<file path="src/rtl/set_mode_controller.sv">
// Set-mode controller: walks the RTC fields for editing and issues up/down pulses.
// Held up/down buttons auto-repeat, and the edited time is handed back through a write request.
module set_mode_controller #(
  parameter int unsigned REPEAT_DLY = 50000000,
  parameter int unsigned REPEAT_PER = 25000000
) (
  input  logic       clk,
  input  logic       reset,
  input  logic       btn_prog,
  input  logic       btn_left,
  input  logic       btn_right,
  input  logic       btn_up,
  input  logic       btn_down,
  input  logic       wr_ack,
  output logic [3:0] en_count,
  output logic       enUP,
  output logic       enDOWN,
  output logic       wr_req,
  output logic       busy
);

  localparam int unsigned MAXV =
    (REPEAT_DLY > REPEAT_PER) ? REPEAT_DLY : REPEAT_PER;
  localparam int CW = $clog2(MAXV + 2);

  localparam int B_PROG  = 0;
  localparam int B_LEFT  = 1;
  localparam int B_RIGHT = 2;
  localparam int B_UP    = 3;
  localparam int B_DOWN  = 4;

  typedef enum logic [1:0] {
    IDLE,
    EDIT,
    WRITE
  } state_t;

  state_t        state_q, state_d;
  logic [4:0]    btn_raw;
  logic [4:0]    btn_q, btn_d;
  logic [4:0]    prev_q, prev_d;
  logic          arm_q, arm_d;
  logic [4:0]    edge_w;
  logic [CW-1:0] cnt_q, cnt_d;
  logic          per_q, per_d;
  logic [3:0]    en_q, en_d;
  logic          up_q, up_d;
  logic          dn_q, dn_d;
  logic          wr_q, wr_d;
  logic          busy_q, busy_d;
  logic [CW-1:0] lim;
  logic          up_h, dn_h;
  logic          fld_chg;

  assign btn_raw = {btn_down, btn_up, btn_right, btn_left, btn_prog};

  // First clock after reset loads both stages alike, so a held button is no edge.
  always_comb begin
    btn_d  = btn_raw;
    prev_d = arm_q ? btn_q : btn_raw;
    arm_d  = 1'b1;
  end

  assign edge_w = btn_q & ~prev_q;
  assign up_h   = btn_q[B_UP];
  assign dn_h   = btn_q[B_DOWN];
  assign lim    = per_q ? CW'(REPEAT_PER) : CW'(REPEAT_DLY);
  assign fld_chg = edge_w[B_LEFT] ^ edge_w[B_RIGHT];

  always_comb begin
    state_d = state_q;
    cnt_d   = cnt_q;
    per_d   = per_q;
    en_d    = en_q;
    up_d    = 1'b0;
    dn_d    = 1'b0;
    wr_d    = wr_q;
    busy_d  = busy_q;
    unique case (state_q)
      IDLE: begin
        en_d   = 4'd0;
        cnt_d  = '0;
        per_d  = 1'b0;
        wr_d   = 1'b0;
        busy_d = 1'b0;
        if (edge_w[B_PROG]) begin
          state_d = EDIT;
          en_d    = 4'd1;
          busy_d  = 1'b1;
        end
      end
      EDIT: begin
        busy_d = 1'b1;
        if (edge_w[B_PROG]) begin
          state_d = WRITE;
          en_d    = 4'd0;
          wr_d    = 1'b1;
          cnt_d   = '0;
          per_d   = 1'b0;
        end else begin
          if (edge_w[B_RIGHT] && !edge_w[B_LEFT])
            en_d = (en_q == 4'd6) ? 4'd1 : en_q + 4'd1;
          else if (edge_w[B_LEFT] && !edge_w[B_RIGHT])
            en_d = (en_q == 4'd1) ? 4'd6 : en_q - 4'd1;
          if (up_h ^ dn_h) begin
            if (edge_w[B_UP] || edge_w[B_DOWN]) begin
              up_d  = edge_w[B_UP];
              dn_d  = edge_w[B_DOWN];
              cnt_d = CW'(1);
              per_d = 1'b0;
            end else if (cnt_q == '0) begin
              cnt_d = CW'(1);
              per_d = 1'b0;
            end else if (cnt_q >= lim) begin
              up_d  = up_h;
              dn_d  = dn_h;
              cnt_d = CW'(1);
              per_d = 1'b1;
            end else begin
              cnt_d = cnt_q + CW'(1);
            end
          end else begin
            cnt_d = '0;
            per_d = 1'b0;
          end
          if (fld_chg) begin
            cnt_d = '0;
            per_d = 1'b0;
          end
        end
      end
      WRITE: begin
        en_d   = 4'd0;
        wr_d   = 1'b1;
        busy_d = 1'b1;
        cnt_d  = '0;
        per_d  = 1'b0;
        if (wr_ack) begin
          state_d = IDLE;
          wr_d    = 1'b0;
          busy_d  = 1'b0;
        end
      end
      default: begin
        state_d = IDLE;
        en_d    = 4'd0;
        cnt_d   = '0;
        per_d   = 1'b0;
        wr_d    = 1'b0;
        busy_d  = 1'b0;
      end
    endcase
  end

  always_ff @(posedge clk or posedge reset) begin
    if (reset) begin
      state_q <= IDLE;
      btn_q   <= '0;
      prev_q  <= '0;
      arm_q   <= 1'b0;
      cnt_q   <= '0;
      per_q   <= 1'b0;
      en_q    <= 4'd0;
      up_q    <= 1'b0;
      dn_q    <= 1'b0;
      wr_q    <= 1'b0;
      busy_q  <= 1'b0;
    end else begin
      state_q <= state_d;
      btn_q   <= btn_d;
      prev_q  <= prev_d;
      arm_q   <= arm_d;
      cnt_q   <= cnt_d;
      per_q   <= per_d;
      en_q    <= en_d;
      up_q    <= up_d;
      dn_q    <= dn_d;
      wr_q    <= wr_d;
      busy_q  <= busy_d;
    end
  end

  assign en_count = en_q;
  assign enUP     = up_q;
  assign enDOWN   = dn_q;
  assign wr_req   = wr_q;
  assign busy     = busy_q;

endmodule

</file>
<file path="config.mk">
export PLATFORM = sky130hd
export DESIGN_NAME = set_mode_controller
export DESIGN_NICKNAME = d
export VERILOG_FILES = /design/src/rtl/set_mode_controller.sv
export SDC_FILE = /design/constraint.sdc
export NUM_CORES = 1
export LEC_CHECK = 0
export CORE_UTILIZATION = 40
export DETAILED_ROUTE_END_ITERATION = 8
export GPL_ROUTABILITY_DRIVEN = 0
export PLACE_DENSITY_LB_ADDON = 0.1
export SYNTH_ARGS = -nofsm -noshare
export SYNTH_HDL_FRONTEND = slang
export SYNTH_SLANG_ARGS = --single-unit
</file>
<file path="constraint.sdc">
create_clock -name clk -period 2.3 [get_ports clk]
set_clock_uncertainty 0.15 [all_clocks]
set_input_delay 0.46 -clock clk [delete_from_list [all_inputs] [get_ports clk]]
set_output_delay 0.46 -clock clk [all_outputs]
set_load 0.02 [all_outputs]
</file>
### Word-level counts from Yosys, hierarchy flattened

Cells that the tools add are included.

| storage, ports and cells | value |
|---|---|
| flip-flop bits (word level) | 48 |
| input bits | 8 |
| word-level logic and storage cells | 80 |

| cells by class | value |
|---|---|
| add/subtract/negate cells | 3 |
| $lt $le $gt $ge | 1 |
| equality and inequality tests | 9 |
| muxes and demuxes | 44 |
| bitwise operators | 4 |
| reductions and logical operators | 8 |

Operator list:

| cell | count |
|---|---|
| two-way mux 26 bit | 8 |
| adder 26 x 1 -> 26 bit (second input constant) | 1 |
| greater-or-equal comparator 26 bit | 1 |
| logical NOT 26 bit | 1 |
| two-way mux 1 bit | 23 |
| two-way mux 4 bit | 5 |
| one-hot mux 4 bit (2 select lines) | 1 |
| inequality test 7 bit (second input constant) | 1 |
| two-way mux 2 bit | 3 |
| inequality test 2 bit (second input constant) | 3 |
| one-hot mux 2 bit (3 select lines) | 1 |
| bitwise AND 5 bit | 1 |
| two-way mux 5 bit | 1 |
| inverter 5 bit | 1 |
| adder 4 x 1 -> 4 bit (second input constant) | 1 |
| equality test 4 x 1 -> 1 bit (second input constant) | 1 |
| equality test 4 x 3 -> 1 bit (second input constant) | 1 |
| inequality test 4 bit (second input constant) | 1 |
| subtractor 4 x 1 -> 4 bit (second input constant) | 1 |
| one-hot mux 1 bit (3 select lines) | 1 |
| AND reduction 3 bit | 1 |
| equality test 2 x 1 -> 1 bit (second input constant) | 1 |
| equality test 2 bit (second input constant) | 1 |
| logical AND 1 bit | 2 |
| other kinds (5) | 7 |

### Longest topological paths before layout

Gate-level depths: netlist (run 1).

| depth | value |
|---|---|
| depth in word-level cells | 9 |
| depth in mapped cells | 9 |
| mapped depth without buffers | 8 |

### Worst setup path before layout (run 1)

No wires, ideal clock.

| path | value |
|---|---|
| path type | reg2reg |
| start | register per_q |
| end | register cnt_q[10] |
| setup time | 0.080 ns |
| arrival | 2.212 ns |
| data required time | 2.070 ns |
| slack | -0.143 ns |
| cell stages (with the launch flop) | 10 |
| period minus slack after synthesis | 2.443 ns |
| path through | dfrtp_1 > inv_1 > ha_1 > a21o_1 > a21oi_1 > inv_1 > or4_1 > clkbuf_1 > buf_2 > nor3_2 |

| on the way | value |
|---|---|
| cells in the longest elaborated chain, start to end | 9 |

Ends and longest elaborated chain:

| what | RTL line | text |
|---|---|---|
| start, declared | 45 | `logic per_q, per_d;` |
| start signal, assigned | 174 | `per_q <= per_d;` |
| two-way mux 26 bit | 67 | `assign lim = per_q ? CW'(REPEAT_PER) : CW'(REPEAT_DLY);` |
| greater-or-equal comparator 26 bit | 114 | `end else if (cnt_q >= lim) begin` |
| two-way mux 26 bit | 114 |  |
| two-way mux 26 bit | 111 | `end else if (cnt_q == '0) begin` |
| two-way mux 26 bit | 106 | `if (edge_w[B_UP] \|\| edge_w[B_DOWN]) begin` |
| two-way mux 26 bit | 105 | `if (up_h ^ dn_h) begin` |
| two-way mux 26 bit | 126 | `if (fld_chg) begin` |
| two-way mux 26 bit | 94 | `if (edge_w[B_PROG]) begin` |
| two-way mux 26 bit | 79 | `unique case (state_q)` |
| net cnt_d[10] | 44 | `logic [CW-1:0] cnt_q, cnt_d;` |
| end signal, assigned | 173 | `cnt_q <= cnt_d;` |
| end, declared | 44 |  |

The timed path passes the listed nets, and every way through them passes these cells.
A chain may end at the register's enable or synchronous reset.

### Final worst setup path (run 1)

| path | value |
|---|---|
| start | register per_q |
| end | register per_q |

| on the way | value |
|---|---|
| cells in the longest elaborated chain, start to end | 3 |

Ends and longest elaborated chain:

| what | RTL line |
|---|---|
| two-way mux 26 bit | 67 |
| greater-or-equal comparator 26 bit | 114 |
| inequality test 7 bit (no line) | -- |

Every way passes these cells.

==> results of run 1 <==
==> per-layer routing <==
| layer | vias to the layer above | wire length, um |
|---|---|---|
| li1 | 1107 | - |
| met1 | 1077 | 3062 |
| met2 | 25 | 2914 |
| met3 | 6 | 158 |
| met4 | 0 | 59 |
| met5 | - | 0 |
==> repair_timing <==
| action | in CTS | in global routing |
|---|---|---|
| gates cloned | 0 | 1 |
| resized for setup | 3 | 10 |
| setup buffers | 0 | 2 |
| hold buffers | 0 | 0 |
| setup endpoints to repair | 21 | 29 |
| pin swaps | 1 | 3 |
==> critical path, delay by kind of cell, from the launching register on <==
family	cells	cell delay [ns]
AND/OR/NAND/NOR	2	0.51
AO/OA/AOI/OAI	2	0.46
flip-flops	1	0.43
adder cells (fa/ha/maj)	1	0.26
buffers and inverters	3	0.44
==> registers in the layout, summed over array words and instances, names as in the netlist <==
register and flops:
busy 1, wr_req 1, arm_q 1, per_q 1, cnt_q 26, enUP 1, prev_q 5, state_q 2
enDOWN 1, btn_q 5, en_count 4
==> cells in the mapped netlist (all sizes together) (2+ instances only) <==
| library cell | count |
|---|---|
| a211oi | 4 |
| nand3b | 2 |
| mux2 | 6 |
| a21oi | 8 |
| nand2 | 16 |
| a31oi | 2 |
| o211ai | 3 |
| nand4 | 5 |
| o21a | 2 |
| and3 | 5 |
| xor2 | 9 |
| nor4 | 8 |
| buf | 5 |
| and4 | 2 |
| o21ai | 5 |
| clkbuf | 2 |
| or4 | 4 |
| dfrtp | 48 |
| inv | 20 |
| ha | 22 |
| nor2b | 2 |
| xnor2 | 16 |
| a21o | 2 |
| nor3 | 35 |
| nand2b | 8 |
| a2111oi | 2 |
| nor2 | 16 |
| nand3 | 15 |
==> cells by family (layout without fill, tap and decap cells) <==
logic type	after synthesis	in the layout	share of synthesized area [%]
buffers and inverters	27	74	4.152
XOR/XNOR	25	25	7.569
multiplexers	6	6	2.335
adder cells (fa/ha/maj)	22	22	9.515
other	1	1	0.1296
AND/OR/NAND/NOR	122	122	26.64
AO/OA/AOI/OAI	33	33	8.132
flip-flops	48	48	41.52
==> power by group through the flow <==
stage                     Clock (mW)  Sequential [mW]  Combinational [mW]
after global placement             0            0.977               0.428
after global routing           0.677            0.969               0.490
after CTS                      0.656            0.961               0.437
after floorplan                    0             1.00               0.240
final                          0.632            0.960               0.434
after detailed placement           0            0.977               0.433
==> final cells by class <==
cell class / count / area, um^2 / area share (%)
well taps: 96 / 120.1 / 3.346
multi-input cells: 209 / 1623 / 45.21
flip-flops and latches: 48 / 1202 / 33.50
repair buffers: 46 / 452.9 / 12.62
clock inverters: 3 / 47.55 / 1.325
clock buffers: 5 / 68.82 / 1.917
inverters: 20 / 75.07 / 2.091
==> per-stage QoR <==
stage / instances / TNS [ns] / cell area (um^2) / power [mW] / util, %
6_report: 427 / -0.07148 / 3590 / 2.025 / 51.97
5_1_grt: 427 / -2.214 / 3590 / 2.136 / 51.97
2_1_floorplan: 284 / 0 / 2904 / 1.241 / -
4_1_cts: 424 / 0 / 3503 / 2.054 / 50.72
3_3_place_gp: 416 / -0.003616 / 3371 / 1.405 / 48.80
3_5_place_dp: 416 / -0.007226 / 3371 / 1.410 / 48.80
==> path summary, 6_finish.rpt <==
kind,from,end,slack [ns],depth (start not counted)
setup / recovery,per_q,per_q,-0.01,8
hold / removal,reset,cnt_q[23],0.31,2
setup reg to reg,per_q,per_q,-0.01,8
hold reg to reg,btn_q[2],prev_q[2],0.36,1
max in group asynchronous,reset,cnt_q[10],1.21,3
min in group clk,btn_q[2],prev_q[2],0.36,1
==> flow_metrics.py, run 1 <==
metrics = {
    "global_route": {
        "grt_pass1_vias": 2205,
        "grtUsageMet2_pct": 28.63,
        "grt_busiest_layer": "met2",
        "use_met1_pct": 25.53,
        "grtUsageMet3_pct": 2.938,
        "gr-usage-all-layers_pct": 18.01,
        "grt_max_degree": 18,
        "grt_pass1_wl_mm": 10.64,
        "antenna_found_initial": 0,
        "grt-ovfl-total": 0,
    },
    "power": {
        "p_per_area_nw_per_um2": 564.2,
        "clkPwrFrac_pct": 31.2,
        "p_leak_nw": 1.473,
        "p_seq_share_pct": 47.4,
        "combPwrFrac_pct": 21.4,
        "p_int_mw": 1.427,
        "power_switching_uw": 598.0,
        "vdd_drop_max_mv": 0.3517,
        "switching_share_pct": 29.53,
    },
    "yosys": {
        "yosys_warnings": 0,
        "synth.distinct_cells": 44,
        "syn_nets": 314,
        "synth-edff-count": 0,
        "yosysSeqAreaShare_pct": 41.52,
        "synth_seq_cells": 48,
        "syn_inst": 284,
        "synth_top_area_cell": "dfrtp_1",
        "netlist.area_leader.share_pct": 41.52,
        "postSynthAreaPerCell_um2": 10.19,
        "synth_flop_cell": "dfrtp_1",
        "synth_area_leaders": "dfrtp_1 (42%), ha_1 (9.5%), nor3_2 (7.6%), xnor2_1 (4.8%), xor2_1 (2.7%)",
        "ys_async_sr_fraction_pct": 100.0,
        "syn_area_um2": 2893,
    },
    "routing": {
        "drtIter0Drc": 65,
        "ant_nets": 0,
        "remaining_drc_errors": 0,
        "drtPass1Iterations": 4,
        "wl_per_cell_um": 14.51,
        "wl_mm": 6.194,
        "vias_per_cell": 5.187,
        "vias": 2215,
    },
    "setup_path": {
        "cp-start-kind": "flip-flop",
        "path_cells": "buf_6 -> buf_4 -> ha_1 -> nand3_1 -> or4_4 -> a31oi_4 -> buf_12 -> o311a_1",
        "setup.worst_path.class": "reg2reg",
        "critPathRequiredTime_ns": 2.39,
        "critPathSlowestCell": "or4_4",
        "cp_max_fo": 7,
        "slowest_delay_ns": 0.44,
        "worstPathArrival_ns": 2.41,
        "cp-end-kind": "flip-flop",
    },
    "hold_path": {
        "hold_class": "in2async",
    },
    "sta": {
        "fin_crit_sh_pct": 100.5,
        "rsz0062_at_grt": "yes",
        "slew_violations": 0,
        "max_freq_mhz": 432.7,
        "holdWs_ns": 0.3078,
        "min_period_ns": 2.311,
        "hold_viol_final": 0,
        "setup_violations": 12,
        "setup_ws_ns": -0.01130,
    },
    "cells_and_area": {
        "final_cell_mix": "dfrtp_1 (47), nor3_2 (24), buf_4 (24), ha_1 (20), inv_1 (18)",
        "syn_to_final_growth_pct": 24.09,
        "drive_above_1_share_pct": 25.38,
        "fillers": 655,
        "final_common_cell": "dfrtp_1",
        "diodes": 0,
        "final_nets": 360,
    },
    "clocking": {
        "cts.sinks": 48,
        "cts_tree": "done",
        "clockRootBuffer": "clkbuf_8",
        "cts_max_level": 2,
        "cts.reportedPaths.clkPinSlew_ns": 0.09,
        "clk_latency_ns": 0.30,
        "clk_path_buf_depth": 2,
        "cts_buffers": 5,
    },
    "status": {
        "outcome": "complete, but fails checks",
        "violations": "negative setup slack",
    },
    "die": {
        "core_area_um2": 6907,
        "ios": 16,
        "fp.dieArea_um2": 7576,
        "rows": 30,
        "fp.dieW_um": 87.04,
        "fp.dieH_um": 87.04,
        "initial_utilization_pct": 41.88,
    },
    "placed_design": {
        "pre_cts_slack_ns": -0.007226,
        "dp_hpwl_mm": 4.557,
        "io_buffers": 15,
    },
    "run": {
        "maxCapViolations": 0,
    },
}
No activity file was read; power rests on OpenSTA's default activity.
==> run 2: changes to the inputs <==
--- a/config.mk
+++ b/config.mk
@@ -5,6 +5,9 @@
 export SDC_FILE = /design/constraint.sdc
 export NUM_CORES = 1
 export LEC_CHECK = 0
+export CELL_PAD_IN_SITES_DETAIL_PLACEMENT = 0
+export CELL_PAD_IN_SITES_GLOBAL_PLACEMENT = 1
+export CORE_MARGIN = 1
 export CORE_UTILIZATION = 40
 export DETAILED_ROUTE_END_ITERATION = 8
 export GPL_ROUTABILITY_DRIVEN = 0
==> run 2 against run 1 <==
  * The run still ends with negative setup slack left
  * Core utilization up 0.43 points
  * Critical path type unchanged
  * Critical endpoint unchanged
  * Sequential power about the same
  * Non-clock buffer count up 2
  * Flip-flop and latch count unchanged
  * Global-route usage down 0.17 points
  * Design area up 0.84%
  * Critical path depth unchanged
  * Largest power group unchanged
  * Total power up 0.25%
  * Worst setup slack worse by 0.028 ns
  * Wire length up 1.9%
==> flow_metrics.py, run 2 (synthesis gave the netlist of run 1 again) <==
metrics = {
    "die": {
        "fp.dieH_um": 87.04,
        "core_area_um2": 6907,
        "rows": 30,
        "initial_utilization_pct": 41.88,
        "ios": 16,
        "fp.dieArea_um2": 7576,
        "fp.dieW_um": 87.04,
    },
    "cells_and_area": {
        "final_cell_mix": "dfrtp_1 (47), buf_4 (24), nor3_2 (22), ha_1 (21), inv_1 (18)",
        "largest_register": "cnt_q",
        "fillers": 659,
        "syn_to_final_growth_pct": 25.13,
        "final_common_cell": "dfrtp_1",
        "reg_top3": "cnt_q: 26 flops, btn_q: 5 flops, prev_q: 5 flops",
        "final_nets": 362,
        "diodes": 0,
        "drive_above_1_share_pct": 25.23,
        "stdcell_count": 429,
        "largest_reg_flops": 26,
    },
    "setup_path": {
        "path_buf_inv": 3,
        "path_delay_family": "simple AND/OR/NAND/NOR gates",
        "cp-end-kind": "flip-flop",
        "slowest_delay_ns": 0.55,
        "r2r_end": "per_q",
        "setup.worst_path.class": "reg2reg",
        "critPathSlowestCell": "or4_4",
        "reg2reg_from": "per_q",
        "path_cells": "buf_6 -> ha_4 -> nand4_1 -> or4_4 -> a31oi_4 -> buf_12 -> buf_12 -> o311a_1",
        "cp_max_fo": 5,
        "worstPathArrival_ns": 2.43,
        "reg2reg_depth": 8,
        "cp_common_cell": "buf_12",
        "cp-start-kind": "flip-flop",
        "r2r_setup_slack_ns": -0.04,
        "critPathRequiredTime_ns": 2.39,
    },
    "sta": {
        "setup_violations": 25,
        "holdWs_ns": 0.3049,
        "hold_viol_final": 0,
        "max_freq_mhz": 427.4,
        "min_period_ns": 2.340,
        "setup_ws_ns": -0.03976,
        "rsz0062_at_grt": "yes",
        "slew_violations": 0,
        "fin_crit_sh_pct": 101.7,
    },
    "global_route": {
        "grt_pass1_vias": 2089,
        "grt_max_degree": 19,
        "grt_pass1_wl_mm": 10.41,
        "grt-ovfl-total": 0,
        "antenna_found_initial": 0,
        "gr-usage-all-layers_pct": 17.84,
    },
    "power": {
        "p_per_area_nw_per_um2": 560.9,
        "p_leak_nw": 1.493,
        "vdd_drop_max_mv": 0.2298,
    },
    "clocking": {
        "cts_max_level": 2,
        "clk_latency_ns": 0.31,
        "clk_path_buf_depth": 2,
        "cts.sinks": 48,
        "cts_tree": "done",
        "cts.reportedPaths.clkPinSlew_ns": 0.10,
        "cts_buffers": 5,
        "clockRootBuffer": "clkbuf_8",
    },
    "status": {
        "violations": "negative setup slack",
        "outcome": "complete, but fails checks",
    },
    "routing": {
        "vias": 2187,
        "wl_mm": 6.312,
        "ant_nets": 0,
        "remaining_drc_errors": 0,
        "drtPass1Iterations": 5,
        "vias_per_cell": 5.098,
        "wl_per_cell_um": 14.71,
        "drtIter0Drc": 81,
    },
    "placed_design": {
        "io_buffers": 15,
        "dp_hpwl_mm": 4.541,
        "placed_cells": 418,
    },
    "hold_path": {
        "hold_class": "in2async",
    },
    "run": {
        "maxCapViolations": 0,
    },
}
[run 2: per-stage QoR]
| stage | worst slack [ns] | TNS [ns] | utilization [%] | instance area (um^2) | power, mW |
|---|---|---|---|---|---|
| 2_1_floorplan | 0.0003495 | 0 | - | 2904 | 1.241 |
| 3_3_place_gp | -0.01708 | -0.2165 | 49.02 | 3386 | 1.410 |
| 3_5_place_dp | -0.04482 | -0.5744 | 49.02 | 3386 | 1.412 |
| 4_1_cts | -0.04223 | -0.6244 | 50.94 | 3518 | 2.057 |
| 5_1_grt | -0.09387 | -1.792 | 52.41 | 3620 | 2.141 |
| 6_report | -0.03976 | -0.3794 | 52.41 | 3620 | 2.030 |
[run 2: how the worst max path moves through the flow]
| stage | start | end | slack (ns) | depth (start not counted) |
|---|---|---|---|---|
| 2_1_floorplan | per_q | cnt_q[10] | 0.0003 | 9 |
| 6_report | per_q | per_q | -0.04 | 8 |
| 4_1_cts | per_q | cnt_q[18] | -0.04 | 7 |
| 5_1_grt | per_q | per_q | -0.09 | 8 |
| 3_5_place_dp | per_q | cnt_q[18] | -0.04 | 7 |
| 3_3_place_gp | per_q | cnt_q[12] | -0.02 | 7 |
[run 2: final cells by class]
cell class                 instances  area [um^2]  area share (%)
multi-input combinational        209         1612           44.52
inverter                          20        75.07           2.074
clock inverter                     3        47.55           1.314
clock buffer                       5        68.82           1.901
sequential                        48         1202           33.22
timing repair buffer              48        494.2           13.65
tap                               96        120.1           3.318
[run 2: metal layers]
metal	GRT usage, %	up-vias	routed length [um]
met5	0	-	0
met4	5.000	0	57
met3	2.938	4	128
met2	26.20	20	2807
met1	26.84	1051	3318
li1	-	1112	-
[run 2: timing repair]
action / in CTS / in global routing
endpoints found under the setup margin: 21 / 28
gates resized for setup: 2 / 9
pin swaps: 0 / 4
gates cloned: 0 / 2
hold buffers: 0 / 0
setup buffers: 0 / 1
endpoints found under the hold margin: 0 / 0
[run 2: power breakdown]
group / total [mW] / internal, mW / switching [mW]
clock: 0.634 / 0.328 / 0.306
combinational: 0.435 / 0.198 / 0.237
sequential: 0.961 / 0.901 / 0.0600
